[config.mk]
export PLATFORM = sky130hd
export DESIGN_NAME = tft43_read_timing_flat
export DESIGN_NICKNAME = d
export VERILOG_FILES = /design/src/rtl/tft43_read_timing_if.sv /design/src/rtl/tft43_read_timing.sv /design/src/flat_wrapper.sv
export SDC_FILE = /design/constraint.sdc
export NUM_CORES = 1
export LEC_CHECK = 0
export CORE_MARGIN = 2
export CORE_UTILIZATION = 30
export CTS_BUF_LIST = sky130_fd_sc_hd__clkbuf_8 sky130_fd_sc_hd__clkbuf_16
export DETAILED_ROUTE_END_ITERATION = 8
export PLACE_DENSITY = 0.57
export SLEW_MARGIN = 5
export SYNTH_ARGS = -nofsm -noshare
export SYNTH_HDL_FRONTEND = slang
export SYNTH_SLANG_ARGS = --single-unit
[constraint.sdc]
create_clock -name clk -period 2.4 [get_ports clk]
set_input_delay 0.72 -clock clk [delete_from_list [all_inputs] [get_ports clk]]
set_output_delay 0.72 -clock clk [all_outputs]
set_load 0.02 [all_outputs]
[src/rtl/tft43_read_timing_if.sv]
// Control and panel-pin bundle for the TFT 4.3" 8080-style read engine.
// slave = engine side; master = sequencer plus pad side.
interface tft43_read_timing_if;
  logic        iStart;
  logic [15:0] iCmd;
  logic [7:0]  iCount;
  logic        oBusy;
  logic [15:0] oData;
  logic        oValid;
  logic        oDone;
  logic        LCD_CS;
  logic        LCD_RS;
  logic        LCD_WR;
  logic        LCD_RD;
  logic [15:0] LCD_DATA_O;
  logic        LCD_DATA_OE;
  logic [15:0] LCD_DATA_I;

  modport slave (
    input  iStart, iCmd, iCount, LCD_DATA_I,
    output oBusy, oData, oValid, oDone,
    output LCD_CS, LCD_RS, LCD_WR, LCD_RD, LCD_DATA_O, LCD_DATA_OE
  );

  modport master (
    output iStart, iCmd, iCount, LCD_DATA_I,
    input  oBusy, oData, oValid, oDone,
    input  LCD_CS, LCD_RS, LCD_WR, LCD_RD, LCD_DATA_O, LCD_DATA_OE
  );
endinterface

[src/rtl/tft43_read_timing.sv]
// 8080 read engine: one command write, bus turnaround, then N read strobes.
// Accept-to-done = 2*WR_CYC + (total ? 1 + total*(RD_LOW_CYC+RD_HIGH_CYC) : 0) + 1 clocks.
module tft43_read_timing #(
  parameter int WR_CYC      = 1,
  parameter int RD_LOW_CYC  = 4,
  parameter int RD_HIGH_CYC = 2,
  parameter int DUMMY_READS = 1
) (
  input  logic                  clk,
  input  logic                  rst_n,
  tft43_read_timing_if.slave    bus
);

  localparam int PMAX0 = (WR_CYC > RD_LOW_CYC) ? WR_CYC : RD_LOW_CYC;
  localparam int PMAX  = (PMAX0 > RD_HIGH_CYC) ? PMAX0 : RD_HIGH_CYC;
  localparam int PW    = (PMAX > 1) ? $clog2(PMAX) : 1;

  typedef enum logic [2:0] {
    S_IDLE, S_CMD_WR_L, S_CMD_WR_H, S_TURN, S_RD_L, S_RD_H, S_FINISH
  } state_t;

  state_t      r_state;
  logic [PW-1:0] r_phase;
  logic [9:0]  r_rd_cnt;
  logic [9:0]  r_total;
  logic        r_cs, r_rs, r_wr, r_rd, r_oe;
  logic [15:0] r_data_o;
  logic [15:0] r_odata;
  logic        r_valid, r_done, r_busy;

  logic        w_wr_last, w_rdl_last, w_rdh_last;
  logic [9:0]  w_rd_cnt_nxt;

  assign w_wr_last    = (r_phase == PW'(WR_CYC - 1));
  assign w_rdl_last   = (r_phase == PW'(RD_LOW_CYC - 1));
  assign w_rdh_last   = (r_phase == PW'(RD_HIGH_CYC - 1));
  assign w_rd_cnt_nxt = r_rd_cnt + 10'd1;

  // Every pin is registered; each transition loads the values of the state being entered.
  always_ff @(posedge clk or negedge rst_n) begin
    if (!rst_n) begin
      r_state  <= S_IDLE;
      r_phase  <= '0;
      r_rd_cnt <= '0;
      r_total  <= '0;
      r_cs     <= 1'b1;
      r_rs     <= 1'b1;
      r_wr     <= 1'b1;
      r_rd     <= 1'b1;
      r_oe     <= 1'b0;
      r_data_o <= '0;
      r_odata  <= '0;
      r_valid  <= 1'b0;
      r_done   <= 1'b0;
      r_busy   <= 1'b0;
    end else begin
      r_valid <= 1'b0;
      r_done  <= 1'b0;
      case (r_state)
        S_IDLE: begin
          if (bus.iStart) begin
            r_total  <= 10'(DUMMY_READS) + 10'(bus.iCount);
            r_rd_cnt <= '0;
            r_phase  <= '0;
            r_cs     <= 1'b0;
            r_rs     <= 1'b0;
            r_oe     <= 1'b1;
            r_data_o <= bus.iCmd;
            r_wr     <= 1'b0;
            r_busy   <= 1'b1;
            r_state  <= S_CMD_WR_L;
          end
        end
        S_CMD_WR_L: begin
          if (w_wr_last) begin
            r_phase <= '0;
            r_wr    <= 1'b1;
            r_state <= S_CMD_WR_H;
          end else begin
            r_phase <= r_phase + 1'b1;
          end
        end
        S_CMD_WR_H: begin
          if (w_wr_last) begin
            r_phase  <= '0;
            r_oe     <= 1'b0;
            r_data_o <= '0;
            r_rs     <= 1'b1;
            if (r_total == 10'd0) begin
              r_cs    <= 1'b1;
              r_done  <= 1'b1;
              r_state <= S_FINISH;
            end else begin
              r_state <= S_TURN;
            end
          end else begin
            r_phase <= r_phase + 1'b1;
          end
        end
        S_TURN: begin
          r_rd    <= 1'b0;
          r_state <= S_RD_L;
        end
        S_RD_L: begin
          if (w_rdl_last) begin
            // Sample on the same edge that releases RD; dummy reads are dropped here.
            r_phase  <= '0;
            r_rd     <= 1'b1;
            r_rd_cnt <= w_rd_cnt_nxt;
            if (r_rd_cnt >= 10'(DUMMY_READS)) begin
              r_odata <= bus.LCD_DATA_I;
              r_valid <= 1'b1;
            end
            r_state  <= S_RD_H;
          end else begin
            r_phase <= r_phase + 1'b1;
          end
        end
        S_RD_H: begin
          if (w_rdh_last) begin
            r_phase <= '0;
            if (r_rd_cnt == r_total) begin
              r_cs    <= 1'b1;
              r_done  <= 1'b1;
              r_state <= S_FINISH;
            end else begin
              r_rd    <= 1'b0;
              r_state <= S_RD_L;
            end
          end else begin
            r_phase <= r_phase + 1'b1;
          end
        end
        S_FINISH: begin
          r_busy   <= 1'b0;
          r_rd_cnt <= '0;
          r_phase  <= '0;
          r_state  <= S_IDLE;
        end
        default: begin
          r_state <= S_IDLE;
        end
      endcase
    end
  end

  assign bus.LCD_CS      = r_cs;
  assign bus.LCD_RS      = r_rs;
  assign bus.LCD_WR      = r_wr;
  assign bus.LCD_RD      = r_rd;
  assign bus.LCD_DATA_O  = r_data_o;
  assign bus.LCD_DATA_OE = r_oe;
  assign bus.oData       = r_odata;
  assign bus.oValid      = r_valid;
  assign bus.oDone       = r_done;
  assign bus.oBusy       = r_busy;

endmodule

[src/flat_wrapper.sv]
// flat-port wrapper written by rule: the top's interface ports become plain ports
module tft43_read_timing_flat 
#(
  parameter int WR_CYC      = 1,
  parameter int RD_LOW_CYC  = 4,
  parameter int RD_HIGH_CYC = 2,
  parameter int DUMMY_READS = 1
)
  (clk, rst_n, bus_iStart, bus_iCmd, bus_iCount, bus_LCD_DATA_I, bus_oBusy, bus_oData, bus_oValid, bus_oDone, bus_LCD_CS, bus_LCD_RS, bus_LCD_WR, bus_LCD_RD, bus_LCD_DATA_O, bus_LCD_DATA_OE);
  tft43_read_timing_if bus_i ();
  input  logic clk;
  input  logic rst_n;
  input wire logic [$bits(bus_i.iStart)-1:0] bus_iStart;
  input wire logic [$bits(bus_i.iCmd)-1:0] bus_iCmd;
  input wire logic [$bits(bus_i.iCount)-1:0] bus_iCount;
  input wire logic [$bits(bus_i.LCD_DATA_I)-1:0] bus_LCD_DATA_I;
  output wire logic [$bits(bus_i.oBusy)-1:0] bus_oBusy;
  output wire logic [$bits(bus_i.oData)-1:0] bus_oData;
  output wire logic [$bits(bus_i.oValid)-1:0] bus_oValid;
  output wire logic [$bits(bus_i.oDone)-1:0] bus_oDone;
  output wire logic [$bits(bus_i.LCD_CS)-1:0] bus_LCD_CS;
  output wire logic [$bits(bus_i.LCD_RS)-1:0] bus_LCD_RS;
  output wire logic [$bits(bus_i.LCD_WR)-1:0] bus_LCD_WR;
  output wire logic [$bits(bus_i.LCD_RD)-1:0] bus_LCD_RD;
  output wire logic [$bits(bus_i.LCD_DATA_O)-1:0] bus_LCD_DATA_O;
  output wire logic [$bits(bus_i.LCD_DATA_OE)-1:0] bus_LCD_DATA_OE;
  assign bus_i.iStart = bus_iStart;
  assign bus_i.iCmd = bus_iCmd;
  assign bus_i.iCount = bus_iCount;
  assign bus_i.LCD_DATA_I = bus_LCD_DATA_I;
  assign bus_oBusy = bus_i.oBusy;
  assign bus_oData = bus_i.oData;
  assign bus_oValid = bus_i.oValid;
  assign bus_oDone = bus_i.oDone;
  assign bus_LCD_CS = bus_i.LCD_CS;
  assign bus_LCD_RS = bus_i.LCD_RS;
  assign bus_LCD_WR = bus_i.LCD_WR;
  assign bus_LCD_RD = bus_i.LCD_RD;
  assign bus_LCD_DATA_O = bus_i.LCD_DATA_O;
  assign bus_LCD_DATA_OE = bus_i.LCD_DATA_OE;
  tft43_read_timing #(.WR_CYC(WR_CYC), .RD_LOW_CYC(RD_LOW_CYC), .RD_HIGH_CYC(RD_HIGH_CYC), .DUMMY_READS(DUMMY_READS)) u_core (.clk(clk), .rst_n(rst_n), .bus(bus_i));
endmodule
==> results.md <==
- Result of the run: finished, final reports clean
- Die area: 11200 um^2
- Hold_buf cts: 0
- Resize count post-CTS: 0
- WL per Instance: 14.1 um
- Initial core utilization: 30.5%
- CP Depth: 5
- Fmax: 431 MHz
- RSZ-0062 raised after global routing: no
- First-pass GRT wire length: 12100 um
- Vias in the first global route: 2397
- Cell-internal power: 3.37 mW
- Syn nets: 336
- Row Count: 37
- Synthesis-to-finish area growth: 41.1%
- Syn Area/Cell: 10.9 um^2
- WP data required: 2670 ps
- Netlist area before placement: 3110 um^2
- Worst Hold Class: primary input to async pin
- Nets: 430
- Pwr Density: 1220 nW/um^2
- Place WS: -249 ps
- Seq/Total Area, Yosys: 51.7%
- Synth cell types: 45
- Pre-Repair DR Iteration Count: 4
- Port bufs: 82
- IO Pins: 83
- CP peak stage delay: 500 ps
- Worst r2r path cells: 6
- Via density: 4.80
- Most frequent cells in the layout: clkdlybuf4s50_1, dfrtp_1, nor2_1
- Slowest CP cell: clkdlybuf4s50_1
- Placement-stage cell area: 4170 um^2
- Lkg Pwr: 1.83 nW
- R2R setup slack: 420 ps
- Antenna diodes: 0
- Ys flop type: dfrtp_1
- Commonest non-fill, non-tap cell in the layout: clkdlybuf4s50_1
- Startpoint Class: primary input
- # clock sinks: 64
- Largest net degree at the start of global routing: 65
- Worst-Margin Slew: 721 ps
- Synthesized flop and latch total: 64
- Post-route ant nets: 0
- Setup TNS: 0 ps
- Cell Chain, Critical Path: clkdlybuf4s50_1 -> or3b_1 -> a211o_1 -> or4_1 -> a21oi_1
- Syn Inst Count: 285
- Die height: 106 um
- Final cycle utilization of the critical path: 96.7%
- H-tree depth: 3
- Worst Setup End Kind: flip-flop
- Max-Cap Viols: 0
- Comb power frac: 46.0%
- Setup Buffers After CTS: 0
- Fin Clk Skew: 7.19 ps
- Part of the power in registers: 34.5%
- Max transition margin: 51.4%
- Worst Setup Slack, final: 78.9 ps
- Number of DRC markers in iteration 0: 102
- Power Total: 5.34 mW
- Worst r2r src: u_core.r_phase[0]
- RR Endpoint: u_core.r_rd_cnt[2]
- Initial antenna violation count: 0
- Clock Path Buffers: 2
- VDD IR-drop max: 401 uV
- Clock Latency Late Sink: 340 ps
- Final non-filler cell total: 520
- Final period demand of the worst path: 2320 ps
- Hold WS: 379 ps
- Die Wd: 106 um
- Final core occ: 43.1%
- Yosys warns: 0
- Hold Fails Final Rpt: 0
- Psw: 1.97 mW
- Core Region: 10200 um^2
- Clk pwr share: 19.5%
- Crit Path Category: primary input to flip-flop
- Layout cell share with drive strength beyond 1: 15.9%
- Worst-path fanout max: 5
- GRT Util Overall: 13.6%
- TritonCTS clock tree: built
- Via Count: 2496
- CTS Buf Count: 9
- Final setup fails: 0
- Crit-path leading delay family: simple AND/OR/NAND/NOR gates
- Dpl hpwl: 5220 um
- Crit path buffers/inverters: 1
- Slew Limit Fails: 0
- GRT overflow: 0
- Post-synth EDFFs: 0
- DRC: 0
- Clk pin slew, worst setup/hold paths: 80 ps
- Switch share: 36.9%
- Worst EP arrival: 2590 ps
- Post-synthesis async set-or-reset flop share: 100%
- Placed cells: 504
- Fin area: 4390 um^2
- Final Wtd Congestion: 0.805
- Clock Tree Root: clkbuf_8
- Drt total wl: 7330 um
synth_stat cells (all sizes together) (2+ instances only):
master / n / area share (%)
a2111oi: 2 / 1.2
nor3: 4 / 0.97
ha: 8 / 3.2
nand2b: 4 / 0.80
a211o: 2 / 0.56
a211oi: 4 / 0.97
nor4: 5 / 1.0
nor2: 28 / 3.4
buf: 4 / 1.1
o22ai: 2 / 0.40
o21ai: 8 / 1.3
mux2: 21 / 7.6
xor2: 13 / 3.7
a21oi: 15 / 2.4
clkbuf: 10 / 1.2
nor2b: 3 / 0.60
inv: 11 / 1.3
dfrtp: 60 / 48
nand2: 18 / 2.2
and3: 3 / 0.60
a22o: 17 / 4.8
nand3: 13 / 2.1
xnor2: 7 / 2.0
a31o: 2 / 0.56
dfstp: 4 / 3.4
a32o: 2 / 0.64
metal layers:
| metal | part of all wire (%) | global-route usage (%) | vias to the layer above |
|---|---|---|---|
| met3 | 4.1 | 2.66 | 10 |
| met2 | 49 | 21.6 | 56 |
| met4 | 1.4 | 6.39 | 0 |
| met1 | 46 | 17.8 | 1222 |
| li1 | - | - | 1208 |
| met5 | 0 | 0 | - |
flip-flops by register name (all words and copies together), names as in the netlist:
register,flops
u_core.r_phase,2
u_core.bus.LCD_WR,1
u_core.bus.LCD_DATA_O,16
u_core.r_total,9
u_core.bus.LCD_DATA_OE,1
u_core.bus.LCD_RS,1
u_core.bus.oDone,1
u_core.bus.LCD_RD,1
u_core.bus.LCD_CS,1
u_core.r_rd_cnt,10
u_core.bus.oBusy,1
u_core.r_state,3
u_core.bus.oValid,1
u_core.bus.oData,16
power groups by stage:
stage | clock network, mW | logic, mW | registers (mW)
2_1_floorplan | 0 | 1.09 | 2.17
3_3_place_gp | 0 | 2.45 | 1.85
3_5_place_dp | 0 | 2.47 | 1.87
4_1_cts | 1.07 | 2.48 | 1.85
5_1_grt | 1.12 | 2.67 | 1.91
6_report | 1.04 | 2.46 | 1.84
area by class of cell:
type | count | area (um^2)
Sequential cell | 64 | 1610
Clock inverter | 6 | 83.8
Tap cell | 136 | 170
Fill cell | 996 | 5800
Timing Repair Buffer | 97 | 953
Clock buffer | 10 | 138
Multi-Input combinational cell | 196 | 1400
Inverter | 11 | 41.3
kinds of logic (layout without fill, tap and decap cells):
| family | Yosys count | count (layout) | share of synthesized area, % |
|---|---|---|---|
| and+or+nand+nor | 84 | 84 | 13.1 |
| buffers and inverters | 25 | 124 | 3.66 |
| xor gates and xnor gates | 20 | 20 | 5.63 |
| AOI/OAI and AO/OA | 63 | 63 | 15.1 |
| DFF | 64 | 64 | 51.7 |
| muxes | 21 | 21 | 7.61 |
| adders and majority gates | 8 | 8 | 3.22 |
worst max path at each step:
stage	from	slack [ps]	to
after floorplan	bus_iStart	300	u_core.r_rd_cnt[8]
after global placement	bus_iStart	-270	u_core.r_rd_cnt[8]
after detailed placement	bus_iStart	-250	u_core.r_rd_cnt[8]
after CTS	bus_iStart	100	u_core.r_rd_cnt[8]
after global routing	bus_iStart	10	u_core.r_rd_cnt[8]
final	bus_iStart	80	u_core.r_rd_cnt[8]
No activity file was read; power rests on OpenSTA's default activity.
